File: src/rtl/rv523_bus_pkg.sv
// Shared types, frame constants and checksum helper for the RV523 nibble-serial bus.
// ST_CHK exists only when RV523_NIBBLE_CHK_EN is defined.
package rv523_bus_pkg;

   localparam int OP_WRITE     = 3;
   localparam int ADDR_NIBBLES = 2;
   localparam int DATA_NIBBLES = 8;

   typedef enum logic [2:0] {
      ST_IDLE  = 3'd0,
      ST_ADDR  = 3'd1,
      ST_WDATA = 3'd2,
      ST_RDATA = 3'd3
`ifdef RV523_NIBBLE_CHK_EN
      ,
      ST_CHK   = 3'd4
`endif
   } state_e;

   function automatic logic [3:0] nibble_xor(input logic [31:0] word);
      logic [3:0] acc;
      acc = 4'h0;
      for (int i = 0; i < DATA_NIBBLES; i++) begin
         acc = acc ^ word[4*i +: 4];
      end
      return acc;
   endfunction

endpackage

File: src/rtl/rv523_nibble_shifter.sv
// 32-bit nibble shift register: parallel load, or shift right by one nibble with a
// new nibble entering at the top. Shift-out is a shift with a zero nibble in.
module rv523_nibble_shifter (
   input  logic        clk_i,
   input  logic        rst_i,
   input  logic        load_i,
   input  logic [31:0] load_data_i,
   input  logic        shift_i,
   input  logic [3:0]  nib_i,
   output logic [31:0] data_o,
   output logic [3:0]  nib_o
);

   logic [31:0] data_q;
   logic [31:0] data_d;

   always_comb begin
      data_d = data_q;
      if (load_i) begin
         data_d = load_data_i;
      end else if (shift_i) begin
         data_d = {nib_i, data_q[31:4]};
      end
   end

   always_ff @(posedge clk_i or posedge rst_i) begin
      if (rst_i) begin
         data_q <= '0;
      end else begin
         data_q <= data_d;
      end
   end

   assign data_o = data_q;
   assign nib_o  = data_q[3:0];

endmodule

File: src/rtl/rv523_nibble_responder.sv
// RV523 nibble-serial bus responder: DEPTH x 32-bit word store behind a request-frame FSM.
// Optional frame/response checksum nibble enabled by defining RV523_NIBBLE_CHK_EN.
module rv523_nibble_responder
   import rv523_bus_pkg::*;
#(
   parameter int DEPTH = 16
) (
   input  logic       CLK,
   input  logic       RST,
   input  logic       I_VALID,
   input  logic [3:0] I_D,
   output logic       O_VALID,
   output logic [3:0] O_D,
   output logic       BUSY,
   output logic       ERR
);

   localparam int AW = (DEPTH > 1) ? $clog2(DEPTH) : 1;

   state_e      state_q;
   logic [3:0]  op_q;
   logic [7:0]  addr_q;
   logic [3:0]  cnt_q;
   logic        o_valid_q;
   logic [3:0]  o_d_q;
   logic        busy_q;
   logic        err_q;
`ifdef RV523_NIBBLE_CHK_EN
   logic [3:0]  acc_q;
   logic [3:0]  resp_chk_q;
   logic        resp_q;
`endif

   logic [31:0] mem_q [DEPTH];

   logic        sh_load;
   logic        sh_shift;
   logic [3:0]  sh_in;
   logic [31:0] sh_load_data;
   logic [31:0] sh_data;
   logic [3:0]  sh_nib;

   logic        mem_we;
   logic [AW-1:0] mem_widx;
   logic [31:0] mem_wdata;
   logic [7:0]  rd_addr;
   logic [AW-1:0] rd_idx;
   logic [31:0] rd_word;
   logic        start_read;
   logic        rsvd;
   logic        is_write;
   logic        unused_addr;

   assign rsvd     = |op_q[2:0];
   assign is_write = op_q[OP_WRITE];

   // Upper address bits beyond the word index are deliberately ignored.
   assign unused_addr = (^rd_addr) ^ (^addr_q);

   always_comb begin
      sh_shift   = 1'b0;
      sh_in      = I_D;
      mem_we     = 1'b0;
      mem_wdata  = sh_data;
      mem_widx   = addr_q[AW-1:0];
      start_read = 1'b0;
`ifdef RV523_NIBBLE_CHK_EN
      rd_addr    = addr_q;
`else
      rd_addr    = {addr_q[3:0], I_D};
`endif
      case (state_q)
         ST_ADDR: begin
`ifndef RV523_NIBBLE_CHK_EN
            if (I_VALID && cnt_q == 4'(ADDR_NIBBLES - 1) && !is_write && !rsvd) begin
               start_read = 1'b1;
            end
`endif
         end
         ST_WDATA: begin
            if (I_VALID) begin
               sh_shift = 1'b1;
`ifndef RV523_NIBBLE_CHK_EN
               // Commit on the edge that accepts DATA7, so fold it in directly.
               if (cnt_q == 4'(DATA_NIBBLES - 1) && !rsvd) begin
                  mem_we    = 1'b1;
                  mem_wdata = {I_D, sh_data[31:4]};
               end
`endif
            end
         end
         ST_RDATA: begin
            if (cnt_q != 4'(DATA_NIBBLES)) begin
               sh_shift = 1'b1;
               sh_in    = 4'h0;
            end
         end
`ifdef RV523_NIBBLE_CHK_EN
         ST_CHK: begin
            if (!resp_q && I_VALID && I_D == acc_q && !rsvd) begin
               if (is_write) begin
                  mem_we = 1'b1;
               end else begin
                  start_read = 1'b1;
               end
            end
         end
`endif
         default: begin
         end
      endcase
   end

   assign sh_load      = start_read;
   assign rd_idx       = rd_addr[AW-1:0];
   assign rd_word      = mem_q[rd_idx];
   // DATA0 goes straight to O_D; the shifter holds the remaining seven nibbles.
   assign sh_load_data = {4'h0, rd_word[31:4]};

   rv523_nibble_shifter u_shifter (
      .clk_i       (CLK),
      .rst_i       (RST),
      .load_i      (sh_load),
      .load_data_i (sh_load_data),
      .shift_i     (sh_shift),
      .nib_i       (sh_in),
      .data_o      (sh_data),
      .nib_o       (sh_nib)
   );

   always_ff @(posedge CLK or posedge RST) begin
      if (RST) begin
         for (int i = 0; i < DEPTH; i++) begin
            mem_q[i] <= '0;
         end
      end else if (mem_we) begin
         mem_q[mem_widx] <= mem_wdata;
      end
   end

   always_ff @(posedge CLK or posedge RST) begin
      if (RST) begin
         state_q    <= ST_IDLE;
         op_q       <= 4'h0;
         addr_q     <= 8'h00;
         cnt_q      <= 4'd0;
         o_valid_q  <= 1'b0;
         o_d_q      <= 4'h0;
         busy_q     <= 1'b0;
         err_q      <= 1'b0;
`ifdef RV523_NIBBLE_CHK_EN
         acc_q      <= 4'h0;
         resp_chk_q <= 4'h0;
         resp_q     <= 1'b0;
`endif
      end else begin
         err_q <= 1'b0;
         case (state_q)
            ST_IDLE: begin
               if (I_VALID) begin
                  op_q    <= I_D;
                  cnt_q   <= 4'd0;
                  busy_q  <= 1'b1;
                  state_q <= ST_ADDR;
`ifdef RV523_NIBBLE_CHK_EN
                  acc_q   <= I_D;
`endif
               end
            end

            ST_ADDR: begin
               if (!I_VALID) begin
                  busy_q  <= 1'b0;
                  err_q   <= 1'b1;
                  state_q <= ST_IDLE;
               end else begin
                  addr_q <= {addr_q[3:0], I_D};
`ifdef RV523_NIBBLE_CHK_EN
                  acc_q  <= acc_q ^ I_D;
`endif
                  if (cnt_q != 4'(ADDR_NIBBLES - 1)) begin
                     cnt_q <= cnt_q + 4'd1;
                  end else begin
                     cnt_q <= 4'd0;
                     if (is_write) begin
                        state_q <= ST_WDATA;
`ifdef RV523_NIBBLE_CHK_EN
                     end else begin
                        resp_q  <= 1'b0;
                        state_q <= ST_CHK;
                     end
`else
                     end else if (start_read) begin
                        o_valid_q <= 1'b1;
                        o_d_q     <= rd_word[3:0];
                        cnt_q     <= 4'd1;
                        state_q   <= ST_RDATA;
                     end else begin
                        busy_q  <= 1'b0;
                        err_q   <= 1'b1;
                        state_q <= ST_IDLE;
                     end
`endif
                  end
               end
            end

            ST_WDATA: begin
               if (!I_VALID) begin
                  busy_q  <= 1'b0;
                  err_q   <= 1'b1;
                  state_q <= ST_IDLE;
               end else begin
`ifdef RV523_NIBBLE_CHK_EN
                  acc_q <= acc_q ^ I_D;
`endif
                  if (cnt_q != 4'(DATA_NIBBLES - 1)) begin
                     cnt_q <= cnt_q + 4'd1;
                  end else begin
                     cnt_q <= 4'd0;
`ifdef RV523_NIBBLE_CHK_EN
                     resp_q  <= 1'b0;
                     state_q <= ST_CHK;
`else
                     busy_q  <= 1'b0;
                     err_q   <= rsvd;
                     state_q <= ST_IDLE;
`endif
                  end
               end
            end

            ST_RDATA: begin
               if (cnt_q != 4'(DATA_NIBBLES)) begin
                  o_d_q <= sh_nib;
                  cnt_q <= cnt_q + 4'd1;
               end else begin
`ifdef RV523_NIBBLE_CHK_EN
                  o_d_q   <= resp_chk_q;
                  resp_q  <= 1'b1;
                  state_q <= ST_CHK;
`else
                  o_valid_q <= 1'b0;
                  o_d_q     <= 4'h0;
                  busy_q    <= 1'b0;
                  state_q   <= ST_IDLE;
`endif
               end
            end

`ifdef RV523_NIBBLE_CHK_EN
            // Shared by the trailing request checksum and the response checksum nibble.
            ST_CHK: begin
               if (resp_q) begin
                  o_valid_q <= 1'b0;
                  o_d_q     <= 4'h0;
                  busy_q    <= 1'b0;
                  state_q   <= ST_IDLE;
               end else if (!I_VALID) begin
                  busy_q  <= 1'b0;
                  err_q   <= 1'b1;
                  state_q <= ST_IDLE;
               end else if (start_read) begin
                  o_valid_q  <= 1'b1;
                  o_d_q      <= rd_word[3:0];
                  resp_chk_q <= nibble_xor(rd_word);
                  cnt_q      <= 4'd1;
                  state_q    <= ST_RDATA;
               end else begin
                  busy_q  <= 1'b0;
                  err_q   <= !mem_we;
                  state_q <= ST_IDLE;
               end
            end
`endif

            default: begin
               state_q <= ST_IDLE;
            end
         endcase
      end
   end

   assign O_VALID = o_valid_q;
   assign O_D     = o_d_q;
   assign BUSY    = busy_q;
   assign ERR     = err_q;

endmodule

File: config.mk
export PLATFORM = sky130hd
export DESIGN_NAME = rv523_nibble_responder
export DESIGN_NICKNAME = d
export VERILOG_FILES = /design/src/rtl/rv523_bus_pkg.sv /design/src/rtl/rv523_nibble_shifter.sv /design/src/rtl/rv523_nibble_responder.sv
export SDC_FILE = /design/constraint.sdc
export NUM_CORES = 1
export LEC_CHECK = 0
export CAP_MARGIN = 0
export CORE_MARGIN = 2
export CORE_UTILIZATION = 55
export CTS_CLUSTER_SIZE = 20
export DETAILED_ROUTE_END_ITERATION = 7
export GPL_TIMING_DRIVEN = 0
export PLACE_DENSITY = 0.77
export SLEW_MARGIN = 20
export SYNTH_ARGS = -nofsm -noshare
export SYNTH_HDL_FRONTEND = slang
export SYNTH_SLANG_ARGS = --single-unit
File: constraint.sdc
create_clock -name CLK -period 23.6 [get_ports CLK]
set_input_delay 4.72 -clock CLK [delete_from_list [all_inputs] [get_ports CLK]]
set_output_delay 4.72 -clock CLK [all_outputs]
set_load 0.005 [all_outputs]
==> flow_metrics.py <==
metrics = {
    "yosys": {
        "synth_area_leader_cell": "dfrtp_1",
        "synth.yosys.seq_area_share_pct": 55.3,
        "synth.ff_latch_count": 565,
        "synth_cell_type_count": 51,
        "mappedNetlistArea_um2": 25600,
        "synthesis.nets": 2356,
        "synth_edf_count": 0,
        "syn-mean-instance-area_um2": 10.9,
        "synth.area.top_cells": "dfrtp_1 55%, o21ai_0 20%, mux4_2 9.9%, clkbuf_1 3.0%, mux2i_1 2.5%",
        "synthArstFlopShare_pct": 100,
        "synth_top_cell_area_share_pct": 55.3,
        "yosys_most_used_dff": "dfrtp_1",
        "netlist_instances": 2342,
        "yosysWarningCount": 0,
    },
    "pwr": {
        "leakagePower_nw": 12.0,
        "power-per-cell-area_nw_per_um2": 89.6,
        "post_route_total_power_mw": 2.55,
        "ir_worst_vdd_mv": 0.0770,
    },
    "clock_network": {
        "insertion_delay_ns": 0.62,
        "postCtsResizedCells": 0,
        "clock-root-buffer": "clkbuf_16",
        "cts-htree-levels": 2,
        "cts_hold_buffers": 0,
        "clock_tree_buffer_depth": 3,
        "clkTransAtPathRegs_ns": 0.07,
        "cts_tree": "built",
        "cts_setup_buffers": 0,
        "clock_sinks": 565,
        "cts_inserted_buffers": 56,
    },
    "cells_and_area": {
        "top_library_cells_by_usage_in_the_layout_fill_and_taps_aside": "1002 x o21ai_0, 565 x dfrtp_1, 216 x clkbuf_1",
        "layout.area.seq_um2": 14100,
        "syn2layout_area_growth_pct": 11.1,
        "multiInputGateArea_um2": 10300,
        "fillerInstances": 3675,
        "layout-drive-gt1-share_pct": 12.5,
        "layout_commonest_cell": "o21ai_0",
        "design.final.nets": 2430,
        "number_of_antenna_diodes": 0,
    },
    "sta": {
        "tcrit_tclk_final_pct": 30.6,
        "rsz0062_at_grt": "false",
        "timing.clock.skew_ns": 0.0144,
        "fmax_ghz": 0.139,
        "timing.final.setup_violations": 0,
        "final-max-slew-violation-count": 0,
        "final_hold_viol_count": 0,
        "post-route-min-period_ns": 7.21,
        "timing.slew.headroom_pct": 39.2,
        "fin_tns_setup_ns": 0,
        "worst_pin_slew_ns": 0.905,
    },
    "die": {
        "core_um2": 46300,
        "placementRows": 79,
        "floorplan.die.height_um": 220,
        "io_pins": 14,
        "die-area_um2": 48200,
        "dieWidth_um": 220,
        "initial_core_util_pct": 55.3,
    },
    "worst_setup_path": {
        "timing_worst_setup_path_type": "in -> reg",
        "cp_data_arrival_time_ns": 7.77,
        "critical_path_required_ns": 24.16,
        "timing.rr.start": "state_q[0]",
        "critical_path.startpoint_type": "primary input",
        "startpoint": "I_D[2]",
        "setup_crit_end_kind": "register",
        "cp_max_fo": 10,
    },
    "grt": {
        "grt_pass1_wl_um": 125000,
        "grt_overflow_total": 0,
        "grt_antenna_before_repair": 0,
        "grt_max_degree": 113,
        "first_global_vias": 21300,
        "total_routing_usage_reported_by_global_routing_pct": 34.2,
    },
    "detailed_routing": {
        "vias_per_inst": 7.00,
        "detailedRoute.firstPassIterationCount": 6,
        "drt_wl_cell_um": 26.5,
        "postRouteWirelength_um": 81100,
        "ant_nets": 0,
        "total_drc_errors_in_the_routed_layout": 0,
        "drt_iter0_drc": 3414,
        "num_vias": 21500,
    },
    "hold_path": {
        "hold_class": "reg -> reg",
        "holdCritStartpoint": "mem_q[179]",
    },
    "run": {
        "max_cap_violations": 0,
    },
    "run_status": {
        "run_status": "finished, final reports clean",
    },
    "placed_design": {
        "routabilityCongestion": 0.970,
        "place.port_buffers": 10,
        "place_hpwl_um": 57700,
    },
}
==> cells in the mapped netlist, types with 15 or more instances <==
library cell	n
buf_2	34
a22oi_1	40
nand2_1	75
nor2_1	15
nand3_1	21
o21ai_1	24
o221a_2	28
dfrtp_1	565
clkbuf_1	204
o21ai_0	1002
mux4_2	112
nand4_1	37
mux2i_1	65
==> report_power, final <==
part / internal (mW) / leakage, nW / switching [mW]
Sequential: 1.01 / 7.76 / 0.0536
Combinational: 0.142 / 3.32 / 0.447
Clock: 0.506 / 0.902 / 0.389
==> flip-flops by register name, summed over array words and instances, names as in the netlist <==
name              count
u_shifter.data_o     32
BUSY                  1
ERR                   1
O_VALID               1
op_q                  4
cnt_q                 4
addr_q                4
state_q               2
O_D                   4
mem_q               512
==> per-layer routing <==
layer | wire [um] | global-route usage [%] | vias to the layer above
li1 | - | - | 8806
met5 | 0 | 0 | -
met4 | 4520 | 17.9 | 0
met1 | 30300 | 45.3 | 10900
met2 | 37300 | 52.6 | 1449
met3 | 9040 | 8.46 | 311
==> area by class of cell <==
type / instances / area share [%]
repair buffers: 16 / 0.934
well taps: 607 / 2.67
plain buffers: 261 / 3.83
clock buffers: 79 / 5.66
flip-flops and latches: 565 / 49.8
inverters: 9 / 0.145
clock inverters: 23 / 0.700
multi-input cells: 1507 / 36.3
==> worst max-delay path, cell delays in order <==
cell             delay [ns]
clkdlybuf4s50_1        0.49
clkbuf_1               0.61
and2_1                 0.23
clkbuf_1               0.52
clkbuf_1               0.51
a22oi_1                0.29
nand4_1                0.21
o221a_2                0.19
==> per-stage QoR <==
stage	std cells	area, um^2	util (%)	hold WS, ns	setup slack [ns]
6_report	3067	28400	61.4	0.505	16.39
3_3_place_gp	2959	26400	57.1	0.479	-2.22
4_1_cts	3067	28400	61.4	0.506	16.46
3_5_place_dp	2965	26600	57.5	0.490	15.88
2_1_floorplan	2342	25600	-	0.469	3.08
5_1_grt	3067	28400	61.4	0.530	16.35
==> cell families (layout without fill, tap and decap cells) <==
kind of cell	after synthesis	count (layout)	share of synthesized area (%)
simple gates	188	188	3.79
compound gates	1127	1127	23.4
buf+inv	270	388	4.38
fa+ha+maj	7	7	0.343
flops	565	565	55.3
mux	185	185	12.8
==> worst paths after layout <==
| path | endpoint | slack, ns | cells past startpoint |
|---|---|---|---|
| setup reg to reg | mem_q[364] | 20.05 | 9 |
| max in group asynchronous | mem_q[229] | 17.56 | 5 |
| hold / removal | mem_q[179] | 0.51 | 2 |
| hold reg to reg | mem_q[179] | 0.51 | 2 |
| min in group asynchronous | mem_q[504] | 4.52 | 2 |
| setup / recovery | u_shifter.data_o[9] | 16.39 | 8 |
Note: power is estimated with default switching activity, not from simulation.
